===== config.mk =====
export PLATFORM = sky130hd
export DESIGN_NAME = dsp_mac_scheduler_flat
export DESIGN_NICKNAME = d
export VERILOG_FILES = /design/src/rtl/dsp_sched_pkg.sv /design/src/rtl/dsp_mac_scheduler_if.sv /design/src/rtl/dsp_mac_pipe.sv /design/src/rtl/dsp_mac_scheduler.sv /design/src/flat_wrapper.sv
export SDC_FILE = /design/constraint.sdc
export NUM_CORES = 1
export LEC_CHECK = 0
export CORE_MARGIN = 8
export CORE_UTILIZATION = 36
export DETAILED_ROUTE_END_ITERATION = 10
export GPL_TIMING_DRIVEN = 0
export SLEW_MARGIN = 20
export SYNTH_ARGS = -nofsm -noshare
export SYNTH_HDL_FRONTEND = slang
export SYNTH_SLANG_ARGS = --single-unit
export TNS_END_PERCENT = 100

===== constraint.sdc =====
create_clock -name clk -period 10.9 [get_ports clk]
set_input_delay 1.635 -clock clk [delete_from_list [all_inputs] [get_ports clk]]
set_output_delay 1.635 -clock clk [all_outputs]
set_load 0.01 [all_outputs]

===== src/rtl/dsp_sched_pkg.sv =====
// Shared widths, the operation record carried down the MAC pipeline, and the
// reference multiply-shift-add used by the datapath.
package dsp_sched_pkg;

    localparam int A_W   = 17;
    localparam int C_W   = 32;
    localparam int SHIFT = 17;
    localparam int ID_W  = 3;
    localparam int S_W   = 17;
    localparam int P_W   = 2 * A_W;

    typedef struct packed {
        logic [A_W-1:0]  a;
        logic [A_W-1:0]  b;
        logic [C_W-1:0]  c;
        logic [ID_W-1:0] id;
    } sched_op_t;

    // c + sext(((a*b) >> SHIFT)[16:0]), wrapping modulo 2^C_W.
    function automatic logic [C_W-1:0] mac_ref(input logic [A_W-1:0] a,
                                               input logic [A_W-1:0] b,
                                               input logic [C_W-1:0] c);
        logic [P_W-1:0] p;
        logic [S_W-1:0] s;
        p = P_W'(a) * P_W'(b);
        s = S_W'(p >> SHIFT);
        return c + {{(C_W-S_W){s[S_W-1]}}, s};
    endfunction

endpackage


===== src/rtl/dsp_mac_scheduler_if.sv =====
// Request fan-in and single response channel of the shared MAC scheduler.
interface dsp_mac_scheduler_if #(
    parameter int NUM_REQ = 4
);
    localparam int IDX_W = $clog2(NUM_REQ);

    logic [NUM_REQ-1:0]                    req_valid;
    logic [NUM_REQ-1:0]                    req_ready;
    logic [NUM_REQ*dsp_sched_pkg::A_W-1:0] req_a;
    logic [NUM_REQ*dsp_sched_pkg::A_W-1:0] req_b;
    logic [NUM_REQ*dsp_sched_pkg::C_W-1:0] req_c;
    logic                                  rsp_valid;
    logic                                  rsp_ready;
    logic [IDX_W-1:0]                      rsp_id;
    logic [dsp_sched_pkg::C_W-1:0]         rsp_data;
    logic                                  busy;

    modport master (
        output req_valid, req_a, req_b, req_c, rsp_ready,
        input  req_ready, rsp_valid, rsp_id, rsp_data, busy
    );

    modport slave (
        input  req_valid, req_a, req_b, req_c, rsp_ready,
        output req_ready, rsp_valid, rsp_id, rsp_data, busy
    );

endinterface


===== src/rtl/dsp_mac_pipe.sv =====
// PIPE_DEPTH-stage multiply-shift-add datapath; every stage advances together on en.
// The MAC is evaluated at the input so the trailing registers retime into the DSP slice.
module dsp_mac_pipe
    import dsp_sched_pkg::*;
#(
    parameter int PIPE_DEPTH = 3
) (
    input  logic            clk,
    input  logic            rst_n,
    input  logic            en,
    input  logic            in_valid,
    input  sched_op_t       op,
    output logic            out_valid,
    output logic [ID_W-1:0] out_id,
    output logic [C_W-1:0]  out_data,
    output logic            busy
);

    logic [C_W-1:0]        mac_next;
    logic [PIPE_DEPTH-1:0] stage_valid;

    assign mac_next = mac_ref(op.a, op.b, op.c);

    genvar gi;
    generate
        for (gi = 0; gi < PIPE_DEPTH; gi++) begin : g_stage
            logic            valid_reg;
            logic [ID_W-1:0] id_reg;
            logic [C_W-1:0]  data_reg;
            logic            valid_in;
            logic [ID_W-1:0] id_in;
            logic [C_W-1:0]  data_in;

            if (gi == 0) begin : g_head
                assign valid_in = in_valid;
                assign id_in    = op.id;
                assign data_in  = mac_next;
            end else begin : g_tail
                assign valid_in = g_stage[gi-1].valid_reg;
                assign id_in    = g_stage[gi-1].id_reg;
                assign data_in  = g_stage[gi-1].data_reg;
            end

            always_ff @(posedge clk or negedge rst_n) begin
                if (!rst_n) begin
                    valid_reg <= 1'b0;
                    id_reg    <= '0;
                    data_reg  <= '0;
                end else if (en) begin
                    valid_reg <= valid_in;
                    id_reg    <= id_in;
                    data_reg  <= data_in;
                end
            end

            assign stage_valid[gi] = valid_reg;
        end
    endgenerate

    assign out_valid = g_stage[PIPE_DEPTH-1].valid_reg;
    assign out_id    = g_stage[PIPE_DEPTH-1].id_reg;
    assign out_data  = g_stage[PIPE_DEPTH-1].data_reg;
    assign busy      = |stage_valid;

endmodule


===== src/rtl/dsp_mac_scheduler.sv =====
// Round-robin arbiter issuing at most one tagged op per cycle into the shared MAC pipe;
// a stalled response freezes the whole pipe and blocks new grants.
module dsp_mac_scheduler
    import dsp_sched_pkg::*;
#(
    parameter int NUM_REQ    = 4,
    parameter int PIPE_DEPTH = 3
) (
    input logic                clk,
    input logic                rst_n,
    dsp_mac_scheduler_if.slave bus
);

    localparam int IDX_W = $clog2(NUM_REQ);

    logic               adv;
    logic               grant_found;
    logic [NUM_REQ-1:0] grant;
    logic [IDX_W-1:0]   grant_idx;
    logic [IDX_W-1:0]   cand;
    logic [IDX_W-1:0]   last_reg;
    sched_op_t          issue_op;
    logic [ID_W-1:0]    out_id;

    assign adv = !bus.rsp_valid || bus.rsp_ready;

    // Scan last+1, last+2, ... so the most recent winner has lowest priority.
    always_comb begin
        grant_found = 1'b0;
        grant_idx   = '0;
        cand        = '0;
        grant       = '0;
        for (int k = 1; k <= NUM_REQ; k++) begin
            cand = IDX_W'((int'(last_reg) + k) % NUM_REQ);
            if (!grant_found && adv && rst_n && bus.req_valid[cand]) begin
                grant_found = 1'b1;
                grant_idx   = cand;
            end
        end
        if (grant_found) begin
            grant[grant_idx] = 1'b1;
        end
    end

    always_comb begin
        issue_op    = '0;
        issue_op.a  = bus.req_a[int'(grant_idx)*A_W +: A_W];
        issue_op.b  = bus.req_b[int'(grant_idx)*A_W +: A_W];
        issue_op.c  = bus.req_c[int'(grant_idx)*C_W +: C_W];
        issue_op.id = ID_W'(grant_idx);
    end

    always_ff @(posedge clk or negedge rst_n) begin
        if (!rst_n) begin
            last_reg <= IDX_W'(NUM_REQ - 1);
        end else if (grant_found) begin
            last_reg <= grant_idx;
        end
    end

    dsp_mac_pipe #(
        .PIPE_DEPTH(PIPE_DEPTH)
    ) u_pipe (
        .clk      (clk),
        .rst_n    (rst_n),
        .en       (adv),
        .in_valid (grant_found),
        .op       (issue_op),
        .out_valid(bus.rsp_valid),
        .out_id   (out_id),
        .out_data (bus.rsp_data),
        .busy     (bus.busy)
    );

    assign bus.rsp_id    = IDX_W'(out_id);
    assign bus.req_ready = grant;

endmodule

===== src/flat_wrapper.sv =====
// flat-port wrapper written by rule: the top's interface ports become plain ports
module dsp_mac_scheduler_flat import dsp_sched_pkg::*;
#(
    parameter int NUM_REQ    = 4,
    parameter int PIPE_DEPTH = 3
)
  (clk, rst_n, bus_req_valid, bus_req_a, bus_req_b, bus_req_c, bus_rsp_ready, bus_req_ready, bus_rsp_valid, bus_rsp_id, bus_rsp_data, bus_busy);
  dsp_mac_scheduler_if #(.NUM_REQ(NUM_REQ)) bus_i ();
  input logic clk;
  input logic rst_n;
  input wire logic [$bits(bus_i.req_valid)-1:0] bus_req_valid;
  input wire logic [$bits(bus_i.req_a)-1:0] bus_req_a;
  input wire logic [$bits(bus_i.req_b)-1:0] bus_req_b;
  input wire logic [$bits(bus_i.req_c)-1:0] bus_req_c;
  input wire logic [$bits(bus_i.rsp_ready)-1:0] bus_rsp_ready;
  output wire logic [$bits(bus_i.req_ready)-1:0] bus_req_ready;
  output wire logic [$bits(bus_i.rsp_valid)-1:0] bus_rsp_valid;
  output wire logic [$bits(bus_i.rsp_id)-1:0] bus_rsp_id;
  output wire logic [$bits(bus_i.rsp_data)-1:0] bus_rsp_data;
  output wire logic [$bits(bus_i.busy)-1:0] bus_busy;
  assign bus_i.req_valid = bus_req_valid;
  assign bus_i.req_a = bus_req_a;
  assign bus_i.req_b = bus_req_b;
  assign bus_i.req_c = bus_req_c;
  assign bus_i.rsp_ready = bus_rsp_ready;
  assign bus_req_ready = bus_i.req_ready;
  assign bus_rsp_valid = bus_i.rsp_valid;
  assign bus_rsp_id = bus_i.rsp_id;
  assign bus_rsp_data = bus_i.rsp_data;
  assign bus_busy = bus_i.busy;
  dsp_mac_scheduler #(.NUM_REQ(NUM_REQ), .PIPE_DEPTH(PIPE_DEPTH)) u_core (.clk(clk), .rst_n(rst_n), .bus(bus_i));
endmodule

==> reports/metrics.csv <==
metric,value,unit
outcome,"complete, but fails checks",
failing checks,negative setup slack,
Finished Cell Area,22400,um^2
Worst Slack Setup Final,-0.233,ns
async set-or-reset flop fraction in the synthesized netlist,1.00,
f_max,89.8,MHz
number of antenna diodes,0,
post-synth cell types,69,
max cap viols,0,
vias in the first global route,15704,
slew of the pin with the lowest slew margin,1.04,ns
Startpoint Class,input port,
total placed cells including tap cells,2769,
#FFs+latches synth,107,
final WL,57000,um
Finished Layout Cells,2890,
initial core utilization,0.362,
largest net degree at the start of global routing,41,
CP required,11.11,ns
clock sinks,107,
"Primary FF master, synth",dfrtp_1,
# nets final,2911,
total track usage,0.214,
root cell of the clock tree,clkbuf_16,
post-synthesis sequential area ratio,0.165,
Iter 0 DRT Violations,940,
"slowest stage delay, CP",0.65,ns
Routed Antenna Nets,0,
Clock Skew,0.00484,ns
wire per inst,19.7,um
layout cell share with drive strength beyond 1,0.150,
post-layout min period,11.13,ns
CTS Buf Count,9,
Final Slew Violations,0,
TritonCTS clock tree,built,
Hold Fails Final Rpt,0,
Core Rows,78,
Synth Warn #,0,
Largest register FFs,64,
CP Capture Type,register,
"area leader, netlist",fa_1,
Crit path top cell by count,fa_1,
Detailed Place HPWL,45900,um
top-count cell post-synth,nand2_1,
Die W,229,um
Synth top cells by count,"489 x nand2_1, 288 x inv_1, 223 x fa_1",
DRT Pass-1 Iters,5,
initial antenna violation count,1,
dpl cell area,20200,um^2
Post-synth EDFFs,0,
clock buffer depth,2,
GRT overflow,0,
Gate Count Post-Synth,1858,
Ports,311,
Setup CP Type,input port to register,
drt via density,5.00,
Die Footprint,52200,um^2
final cycle utilization of the critical path,1.02,
chip height,229,um
RSZ-0062 raised after global routing,true,
GPL Wtd Cong,0.955,
Slowest cell on crit path,mux4_2,
slew margin rel.,0.309,
WHS,0.466,ns
core area,45000,um^2
clk_lat worst skew,0.34,ns
crit-path max FO,5,
H-Tree Depth,3,
final setup fails,13,
DRC,0,
"Avg Cell Area, Syn",8.76,um^2
synthesis-to-layout area growth,37.6,%
mapped cell area,16300,um^2
worst min-delay path class,register to register,
IO buf count,310,
via count,14454,
WP data arrival,11.35,ns
clock-pin slew on the worst setup and hold paths,0.07,ns
Post-CTS Hold Buffers,0,
post-synth top area share,0.274,
Area contributors post-synth,"fa_1 27%, dfrtp_1 16%, nand2_1 11%",
global-route wire length before repair,88700,um
Syn Nets,2484,
==> timing repair <==
action	in CTS	in global routing
cloned	4	1
setup endpoints to repair	31	20
setup buffers	80	25
gates resized for setup	227	56
pin swaps	60	67
==> metrics by stage <==
stage	setup slack [ns]	setup TNS, ns	utilization
floorplan	0.0350	0	-
global placement	-7.01	-191.87	0.448
detailed placement	-3.33	-73.25	0.449
CTS	-0.139	-0.656	0.489
global route	-0.559	-6.46	0.497
finish	-0.233	-1.11	0.497
==> cell type report <==
cell class | instances | area (um^2)
clock buffers | 11 | 243
multi-input cells | 1382 | 12700
inverters | 289 | 1090
plain buffers | 76 | 786
flip-flops and latches | 107 | 2680
fillers | 4156 | 22600
well taps | 600 | 751
clock inverters | 5 | 61.3
repair buffers | 420 | 4110
==> worst paths after layout <==
check,slack (ns),startpoint,cells after the start,endpoint
max,-0.23,bus_req_valid[2],40,u_core.u_pipe.g_stage[0].data_reg[31]
min,0.47,u_core.u_pipe.out_data[28],2,u_core.u_pipe.out_data[28]
max reg2reg,0.75,u_core.last_reg[1],39,u_core.u_pipe.g_stage[0].data_reg[31]
min reg2reg,0.47,u_core.u_pipe.out_data[28],2,u_core.u_pipe.out_data[28]
max in group asynchronous,9.17,rst_n,2,u_core.u_pipe.out_data[3]
min in group asynchronous,1.12,rst_n,1,u_core.u_pipe.out_data[8]
==> critical path, delay by kind of cell <==
kind | cells | cell delay, ns
adders and majority gates | 8 | 3.47
AOI/OAI and AO/OA | 15 | 2.72
and+or+nand+nor | 7 | 1.72
buffers and inverters | 7 | 0.79
muxes | 1 | 0.65
xor gates and xnor gates | 2 | 0.36
==> cell families (layout without fill, tap and decap cells) <==
| family | Yosys count | in the layout | share of synthesized area |
|---|---|---|---|
| simple gates | 737 | 737 | 0.191 |
| compound gates | 180 | 180 | 0.0737 |
| buf+inv | 369 | 801 | 0.0869 |
| fa+ha+maj | 355 | 355 | 0.376 |
| xor+xnor | 52 | 52 | 0.0301 |
| flops | 107 | 107 | 0.165 |
| mux | 58 | 58 | 0.0775 |
==> metal layers <==
| layer | wire length [um] | track usage | up-vias |
|---|---|---|---|
| met5 | 12 | 0 | - |
| met4 | 1660 | 0.0586 | 2 |
| met3 | 3410 | 0.0295 | 95 |
| met2 | 28200 | 0.379 | 523 |
| met1 | 23700 | 0.271 | 7128 |
| li1 | - | - | 6706 |
==> layout by cell type, fill, tap and decap left out, types with 22 or more instances in the layout <==
master | netlist | final
buf_4 | 0 | 99
nor2_1 | 111 | 103
a21o_1 | 22 | 22
fa_1 | 223 | 220
dfrtp_1 | 105 | 105
nand2_1 | 489 | 480
ha_1 | 132 | 127
mux4_2 | 53 | 53
xor2_1 | 23 | 23
a21oi_1 | 44 | 34
and2_1 | 64 | 63
inv_1 | 288 | 279
xnor2_1 | 26 | 24
clkdlybuf4s50_1 | 0 | 304
Power is left out: the tool's default activity adds up to more than one toggle a clock period on the data nets, which glitch-free logic cannot reach.
